--- config.mk ---
export PLATFORM = sky130hd
export DESIGN_NAME = dist_tree_seq
export DESIGN_NICKNAME = d
export VERILOG_FILES = /design/src/rtl/dist_tree_pkg.sv /design/src/rtl/dist_tree_node.sv /design/src/rtl/dist_tree_seq.sv
export SDC_FILE = /design/constraint.sdc
export NUM_CORES = 1
export LEC_CHECK = 0
export CAP_MARGIN = 20
export CORE_MARGIN = 5
export CORE_UTILIZATION = 55
export CTS_BUF_LIST = sky130_fd_sc_hd__clkbuf_2 sky130_fd_sc_hd__clkbuf_4 sky130_fd_sc_hd__clkbuf_8
export DETAILED_ROUTE_END_ITERATION = 8
export PLACE_DENSITY = 0.94
export REMOVE_ABC_BUFFERS = 1
export SLEW_MARGIN = 10
export SYNTH_ARGS = -nofsm -noshare
export SYNTH_HDL_FRONTEND = slang
export SYNTH_SLANG_ARGS = --single-unit
--- constraint.sdc ---
create_clock -name clk -period 2.1 [get_ports clk]
set_input_delay 0.42 -clock clk [delete_from_list [all_inputs] [get_ports clk]]
set_output_delay 0.42 -clock clk [all_outputs]
set_load 0.02 [all_outputs]
--- src/rtl/dist_tree_pkg.sv ---
// Shared geometry helpers for the distribution and reduction trees.
// Covers level count, nodes per level, leaf ranges and flat node offsets.
package dist_tree_pkg;

  localparam int unsigned DROP_CNT_W = 16;

  function automatic int unsigned num_level(input int unsigned n);
    return (n <= 32'd1) ? 32'd1 : 32'($clog2(n));
  endfunction

  // Number of leaves owned by one node at level l
  function automatic int unsigned span_at_level(input int unsigned n, input int unsigned l);
    return 32'd1 << (num_level(n) - l);
  endfunction

  function automatic int unsigned nodes_at_level(input int unsigned n, input int unsigned l);
    return (n + span_at_level(n, l) - 32'd1) / span_at_level(n, l);
  endfunction

  function automatic int unsigned leaf_lo(input int unsigned n, input int unsigned l,
                                          input int unsigned j);
    return j * span_at_level(n, l);
  endfunction

  function automatic int unsigned leaf_hi(input int unsigned n, input int unsigned l,
                                          input int unsigned j);
    int unsigned top;
    top = (j + 32'd1) * span_at_level(n, l);
    return ((top < n) ? top : n) - 32'd1;
  endfunction

  // Index of the first node of level l when all levels are packed back to back
  function automatic int unsigned node_base(input int unsigned n, input int unsigned l);
    int unsigned sum;
    sum = 32'd0;
    for (int unsigned i = 0; i < l; i++) sum += nodes_at_level(n, i);
    return sum;
  endfunction

endpackage

--- src/rtl/dist_tree_node.sv ---
// One registered parent-to-children hop: copies parent data to each child whose
// mask slice is non-zero; HAS_C1 = 0 builds the single-child tail variant.
module dist_tree_node
  import dist_tree_pkg::*;
#(
  parameter int unsigned DATA_WIDTH = 8,
  parameter int unsigned C0W        = 1,
  parameter int unsigned C1W        = 1,
  parameter int unsigned HAS_C1     = 1
) (
  input  logic                                          clk,
  input  logic                                          rst_n,
  input  logic                                          en,
  input  logic                                          p_valid,
  input  logic [DATA_WIDTH-1:0]                         p_data,
  input  logic [((HAS_C1 != 0) ? C0W + C1W : C0W)-1:0]  p_mask,
  output logic [((HAS_C1 != 0) ? 2 : 1)-1:0]            c_valid,
  output logic [((HAS_C1 != 0) ? 2 : 1)*DATA_WIDTH-1:0] c_data,
  output logic [((HAS_C1 != 0) ? C0W + C1W : C0W)-1:0]  c_mask
);

  localparam int unsigned W  = DATA_WIDTH;
  localparam int unsigned NC = (HAS_C1 != 0) ? 2 : 1;
  localparam int unsigned PW = (HAS_C1 != 0) ? C0W + C1W : C0W;

  logic [NC-1:0] load_c;
  logic [PW-1:0] keep_c;

  assign load_c[0]         = p_valid & en & (|p_mask[C0W-1:0]);
  assign keep_c[C0W-1:0]   = load_c[0] ? p_mask[C0W-1:0] : '0;

  if (HAS_C1 != 0) begin : g_c1
    assign load_c[1]        = p_valid & en & (|p_mask[PW-1:C0W]);
    assign keep_c[PW-1:C0W] = load_c[1] ? p_mask[PW-1:C0W] : '0;
  end

  // Children that are not selected load zeros, which also flushes on en = 0
  always_ff @(posedge clk) begin
    if (rst_n) begin
      c_valid <= '0;
      c_data  <= '0;
      c_mask  <= '0;
    end else begin
      c_valid <= load_c;
      c_mask  <= keep_c;
      for (int c = 0; c < NC; c++) c_data[c*W +: W] <= load_c[c] ? p_data : '0;
    end
  end

endmodule

--- src/rtl/dist_tree_seq.sv ---
// Pipelined mask-directed distribution tree, one registered level per tree level.
// Define DIST_TREE_DROP_CNT_EN to add the saturating o_drop_cnt counter of zero-mask words.
module dist_tree_seq
  import dist_tree_pkg::*;
#(
  parameter int unsigned NUM_OUTPUT_DATA = 16,
  parameter int unsigned DATA_WIDTH      = 8
) (
  input  logic                                  clk,
  input  logic                                  rst_n,
  input  logic                                  i_valid,
  input  logic [DATA_WIDTH-1:0]                 i_data_bus,
  input  logic [NUM_OUTPUT_DATA-1:0]            i_dest_mask,
  input  logic                                  i_en,
  output logic [NUM_OUTPUT_DATA-1:0]            o_valid,
  output logic [NUM_OUTPUT_DATA*DATA_WIDTH-1:0] o_data_bus
`ifdef DIST_TREE_DROP_CNT_EN
  ,
  output logic [DROP_CNT_W-1:0]                 o_drop_cnt
`endif
);

  localparam int unsigned N         = NUM_OUTPUT_DATA;
  localparam int unsigned W         = DATA_WIDTH;
  localparam int unsigned NUM_LEVEL = num_level(N);
  localparam int unsigned TOTAL     = node_base(N, NUM_LEVEL + 1);
  localparam int unsigned LEAF_BASE = node_base(N, NUM_LEVEL);

  // All levels packed flat; each level's masks together cover exactly N leaf bits
  logic [TOTAL-1:0]           node_v;
  logic [TOTAL*W-1:0]         node_d;
  logic [(NUM_LEVEL+1)*N-1:0] node_m;

  assign node_v[0]     = i_valid;
  assign node_d[W-1:0] = i_data_bus;
  assign node_m[N-1:0] = i_dest_mask;

  for (genvar l = 1; l <= NUM_LEVEL; l++) begin : g_lvl
    for (genvar j = 0; j < nodes_at_level(N, l - 1); j++) begin : g_node
      localparam int unsigned PIDX   = node_base(N, l - 1) + j;
      localparam int unsigned CIDX   = node_base(N, l) + 2 * j;
      localparam int unsigned PLO    = leaf_lo(N, l - 1, j);
      localparam int unsigned PW     = leaf_hi(N, l - 1, j) - PLO + 1;
      localparam int unsigned C0W    = leaf_hi(N, l, 2 * j) - leaf_lo(N, l, 2 * j) + 1;
      localparam int unsigned HAS_C1 = (2 * j + 1 < nodes_at_level(N, l)) ? 1 : 0;
      localparam int unsigned NC     = (HAS_C1 != 0) ? 2 : 1;
      localparam int unsigned C1W    = (HAS_C1 != 0) ? PW - C0W : 1;

      dist_tree_node #(
        .DATA_WIDTH(W),
        .C0W       (C0W),
        .C1W       (C1W),
        .HAS_C1    (HAS_C1)
      ) u_node (
        .clk    (clk),
        .rst_n  (rst_n),
        .en     (i_en),
        .p_valid(node_v[PIDX]),
        .p_data (node_d[PIDX*W +: W]),
        .p_mask (node_m[(l-1)*N + PLO +: PW]),
        .c_valid(node_v[CIDX +: NC]),
        .c_data (node_d[CIDX*W +: NC*W]),
        .c_mask (node_m[l*N + PLO +: PW])
      );
    end
  end

  // A loaded leaf always has its own mask bit set, so the AND is the leaf valid
  assign o_valid    = node_v[LEAF_BASE +: N] & node_m[NUM_LEVEL*N +: N];
  assign o_data_bus = node_d[LEAF_BASE*W +: N*W];

`ifdef DIST_TREE_DROP_CNT_EN
  always_ff @(posedge clk) begin
    if (rst_n) begin
      o_drop_cnt <= '0;
    end else if (i_valid && i_en && (i_dest_mask == '0) && (o_drop_cnt != '1)) begin
      o_drop_cnt <= o_drop_cnt + DROP_CNT_W'(1);
    end
  end
`endif

endmodule

==> flow_summary.ini, run 1 <==
[route]
drtIter0Drc = 357
vias = 6021
wl_per_cell_um = 16.9
ant_nets = 0
drt-pass1-iter-count = 5
drc = 0
wl_mm = 20.4
via_per_inst = 4.99

[timing]
setup_tns_ps = 0
fmax_ghz = 0.495
skew_ps = 19.7
max_slew_margin_pct = 39.8
tightest_slew_ps = 899
final.min_clock_period_ps = 2020
finalSetupViolations = 0
finalHoldViolations = 0
rsz0062_at_grt = no
timing.final.ws_setup_ps = 78.0
finalMaxSlewViolations = 0
fin_crit_sh_pct = 96.3

[pwr]
peakVddDrop_uv = 568
leakage_nw = 5.22
power_mw = 11.9
power.density_nw_per_um2 = 940

[clock_tree]
cts_tree = built
cts_buffers = 46
post_cts_buffers = 0
clock_path_buffers = 3
cts.sinks = 334
clkTransAtPathRegs_ps = 70
cts.root.buffer_cell = clkbuf_8
insertion_delay_ps = 540
htree_levels = 2
ctsHoldBuffers = 0

[floorplanning]
ios = 172
die_h_um = 143
start_util_pct = 56.2
die_x_um = 143
die-area_sq_um = 20500
coreArea_sq_um = 17400
row_count = 48

[cells_and_area]
final_util_pct = 73.0
fill_cells = 1111
drive_gt1_share_pct = 14.3
area_growth_pct = 29.8
final_cell_area_sq_um = 12700
final_nets = 976

[placed_design]
io_buffers = 171
post_dp_cell_area_sq_um = 11600
place_congestion = 0.794
dp_hpwl_mm = 13.7
pre_cts_ws_ps = 216

[critical_path]
worstSetupEndpointType = primary output
start_kind = flop
path_class = reg2out
crit_fanout = 1
crit_arrival_ps = 1600
cp_data_required_time_ps = 1680

[global_routing]
grt_use_met1_pct = 24.0
grt_max_degree = 44
grt_usage_pct = 20.0
grt_pass1_vias = 6202
antenna_found_initial = 0
gr-usage-met3_pct = 4.22
grt_remaining_overflow = 0
grt_use_met2_pct = 34.6
top_usage_layer = met2
grt_pass1_wl_mm = 32.6

[yosys]
syn_area_sq_um = 9760
syn_avg_cell_area_sq_um = 12.8
ys_ff_latch = 334
netlist_instances = 761
synth-seq-area-share_pct = 68.5
ys_warn_count = 0
ys_types = 21

[hold_path]
hold_path.class = in2reg

[job]
drv_cap = 0

[outcome]
outcome = finished clean
## path summary, 6_finish.rpt
check / endpoint / startpoint / slack, ps / cells past startpoint
worst max register to register: g_lvl[2].g_node[1].u_node.c_data[15] / g_lvl[1].g_node[0].u_node.c_mask[13] / 730 / 2
worst min register to register: g_lvl[4].g_node[1].u_node.c_data[14] / g_lvl[3].g_node[0].u_node.c_data[14] / 450 / 1
worst min-delay path: g_lvl[1].g_node[0].u_node.c_valid[1] / i_en / 430 / 3
worst max-delay path: o_valid[12] / g_lvl[4].g_node[6].u_node.c_mask[0] / 80 / 2
## cells in the final DEF (no fill, tap or decap), drive strengths merged, types with 2 or more instances in the layout
| master | count |
|---|---|
| buf | 14 |
| nand3b | 5 |
| a21oi | 18 |
| dlymetal6s2s | 2 |
| clkbuf | 75 |
| nor3b | 64 |
| and2 | 164 |
| nand4b | 8 |
| clkinv | 5 |
| and3 | 64 |
| and3b | 2 |
| or4 | 4 |
| clkdlybuf4s50 | 168 |
| dfxtp | 334 |
| nor2 | 16 |
| nor4 | 4 |
| and4b | 32 |
## power breakdown
group | switching (mW) | total, mW | internal (mW)
combinational | 0.0897 | 0.176 | 0.0860
clock | 2.24 | 5.37 | 3.13
sequential | 0.0124 | 6.37 | 6.35
## through the flow
stage,hold slack [ps],cells
finish,432,1207
global route,427,1206
CTS,404,1206
detailed placement,434,1125
global placement,424,1125
floorplan,420,716
## cell usage after synthesis
| master | instances | area share [%] |
|---|---|---|
| and2_2 | 4 | 0.31 |
| nand3b_1 | 1 | 0.077 |
| and2b_4 | 1 | 0.10 |
| and4b_1 | 32 | 3.3 |
| buf_2 | 16 | 0.82 |
| nor2_1 | 16 | 0.62 |
| nor3b_1 | 32 | 2.5 |
| a21oi_1 | 18 | 0.92 |
| nor3b_2 | 32 | 4.1 |
| and3b_1 | 2 | 0.18 |
| nor4_2 | 4 | 0.51 |
| and2_1 | 160 | 10 |
| clkbuf_2 | 3 | 0.15 |
| and3_1 | 64 | 4.1 |
| or4_1 | 4 | 0.31 |
| clkbuf_1 | 15 | 0.58 |
| buf_6 | 9 | 1.0 |
| nand4b_1 | 8 | 0.72 |
| buf_4 | 2 | 0.15 |
| nand3b_4 | 4 | 0.82 |
| dfxtp_1 | 334 | 68 |
## area by class of cell
class	instances	area, sq um	share of cell area [%]
flip-flops and latches	334	6690	52.8
multi-input cells	382	2810	22.2
repair buffers	184	1830	14.5
clock buffers	75	1000	7.90
well taps	225	282	2.22
clock inverters	6	55.1	0.435
diodes	1	2.50	0.0198
## critical path, cell delays in order, from the launching register on
cell             delay (ps)
dfxtp_1                 310
and2_1                  140
clkdlybuf4s50_1         610
## flip-flops by register name, indices dropped and copies added, names as in the netlist
| name | cells |
|---|---|
| g_lvl.g_node.u_node.c_valid | 30 |
| g_lvl.g_node.u_node.c_mask | 64 |
| g_lvl.g_node.u_node.c_data | 240 |
## cell families after synthesis
family | count (synthesis) | synth area share [%]
AND/OR/NAND/NOR | 364 | 27.8
flip-flops | 334 | 68.5
buffers and inverters | 45 | 2.74
AO/OA/AOI/OAI | 18 | 0.923
## metal layers
layer	vias up	part of all wire (%)
li1	2919	-
met1	2817	40
met2	226	50
met3	59	6.1
met4	0	3.2
met5	-	0
## repair_timing
item                       CTS  global route
resized for setup            0             2
setup endpoints to repair    0             2
hold endpoints to repair     0             0
No activity file was read; power rests on OpenSTA's default activity.
==> run 2: changes to the inputs <==
Settings changed: CTS_CLUSTER_DIAMETER set to 120.
==> results of run 2 <==
The final DEF is identical to that of run 1; final timing and power are the same.
==> run 3: changes to the inputs <==
Settings changed: RECOVER_POWER set to 100.
==> run 3 against run 2 <==
  * Critical path depth stayed put
  * Die area stayed put
  * Fmax is 0.43% lower
  * Worst hold slack worse by 18 ps
  * Largest cell class unchanged
  * Count of clock-buffer cells in the layout stayed put
  * Clock skew is 0.81 ps lower
  * Highest routed layer unchanged
==> flow_summary.ini, run 3 (synthesis results as in run 1) <==
[critical_path]
cp_slowest_cell = clkdlybuf4s50_1
cp_top_family = buffers and inverters
critPathBufInv = 1
worst_r2r_path_depth = 2
r2r-start = g_lvl[2].g_node[1].u_node.c_valid[1]
slowest_delay_ps = 640
start_kind = flop
worst-r2r-setup-slack_ps = 540
timing.rr.end = g_lvl[3].g_node[3].u_node.c_data[10]
worstSetupEndpointType = primary output
cp_data_required_time_ps = 1680
crit_arrival_ps = 1610
path_cells = and2_0 -> clkdlybuf4s50_1
crit_fanout = 1
path_class = reg2out

[global_routing]
grt_usage_pct = 20.0
grt_max_degree = 44
grt_remaining_overflow = 0
antenna_found_initial = 0
grt_pass1_vias = 6202
grt_pass1_wl_mm = 32.6

[placed_design]
dp_hpwl_mm = 13.7
io_buffers = 171
place_congestion = 0.794
post_dp_cell_area_sq_um = 11600

[clock_tree]
clkTransAtPathRegs_ps = 60
cts.sinks = 334
htree_levels = 2
post_cts_buffers = 0
cts_tree = built
cts.root.buffer_cell = clkbuf_8
clock_path_buffers = 3
ctsHoldBuffers = 0
cts_buffers = 46
insertion_delay_ps = 540

[cells_and_area]
layout.cells.most_common = dfxtp_1
area_growth_pct = 27.4
largest_register_ffs = 240
drive_gt1_share_pct = 10.5
final_util_pct = 71.7
top_register = g_lvl.g_node.u_node.c_data
multi_input_area_sq_um = 2610
largestRegisters = g_lvl.g_node.u_node.c_data x240, g_lvl.g_node.u_node.c_mask x64, g_lvl.g_node.u_node.c_valid x30
antenna_cells = 0
fill_cells = 1154
ff_latch_area_sq_um = 6690
final_cell_mix = 334 x dfxtp_1, 130 x dlygate4sd3_1, 91 x and2_0
final_nets = 976
final_cell_area_sq_um = 12400

[timing]
finalSetupViolations = 0
setup_tns_ps = 0
max_slew_margin_pct = 41.6
tightest_slew_ps = 876
fmax_ghz = 0.492
rsz0062_at_grt = no
fin_crit_sh_pct = 96.7
skew_ps = 18.9
finalMaxSlewViolations = 0
finalHoldViolations = 0
final.min_clock_period_ps = 2030

[floorplanning]
die_x_um = 143
row_count = 48
start_util_pct = 56.2
ios = 172
die_h_um = 143
die-area_sq_um = 20500
coreArea_sq_um = 17400

[pwr]
peakVddDrop_uv = 567
power.density_nw_per_um2 = 956
leakage_nw = 5.46
power_mw = 11.9

[route]
vias = 6027
wl_mm = 20.4
wl_met3_mm = 1.18
via_per_inst = 5.00
routed-wl-met2_mm = 10.3
ant_nets = 0
wl_met1_mm = 8.33
drt-pass1-iter-count = 5
wl_per_cell_um = 16.9
drtIter0Drc = 352
drc = 0
topRoutingLayerUsed = met4

[hold_path]
hold_path.class = in2reg
hold_end = g_lvl[1].g_node[0].u_node.c_valid[1]
worstHoldPathCells = 3
hp-start = i_en

[job]
drv_cap = 0

[outcome]
outcome = finished clean
run 3: power breakdown:
part / switching [mW] / internal [mW] / leakage [nW]
clock network: 2.23 / 3.13 / 0.560
registers: 0.0126 / 6.35 / 2.69
logic: 0.0871 / 0.0805 / 2.21
total: 2.33 / 9.56 / 5.46
run 3: per-stage QoR:
stage	hold WS [ps]	worst slack [ps]	cells
3_5_place_dp	434	216	1125
4_1_cts	404	30.3	1206
6_report	415	69.3	1206
3_3_place_gp	424	252	1125
5_1_grt	404	4.29	1206
2_1_floorplan	420	874	716
run 3: routing by layer:
metal,up-vias,track usage [%]
met1,2828,24.0
met5,-,0
met3,58,4.22
met2,226,34.6
li1,2915,-
met4,0,8.57
run 3: worst min-delay path, stage by stage:
cell and delay [ps]:
buf_2 250, nand3b_1 190, a21oi_1 50
run 3: worst max-delay path by stage:
| stage | from | endpoint | slack (ps) | cells past startpoint |
|---|---|---|---|---|
| global placement | rst_n | g_lvl[4].g_node[4].u_node.c_data[8] | 250 | 5 |
| finish | g_lvl[4].g_node[7].u_node.c_valid[0] | o_valid[14] | 70 | 2 |
| CTS | g_lvl[4].g_node[6].u_node.c_valid[1] | o_valid[13] | 30 | 2 |
| detailed placement | rst_n | g_lvl[4].g_node[4].u_node.c_data[8] | 220 | 5 |
| global route | g_lvl[4].g_node[6].u_node.c_valid[0] | o_valid[12] | 4 | 2 |
| floorplan | i_dest_mask[1] | g_lvl[1].g_node[0].u_node.c_data[0] | 870 | 2 |
run 3: what timing repair did:
item / CTS / global route
endpoints found under the setup margin: 0 / 2
gates resized for setup: 0 / 2
endpoints found under the hold margin: 0 / 0
run 3: final cells by class:
cell class	instances	area share, %
Sequential cell	334	53.8
Multi-Input combinational cell	382	21.0
Timing Repair Buffer	184	14.5
Clock buffer	75	8.05
Tap cell	225	2.26
Clock inverter	6	0.443
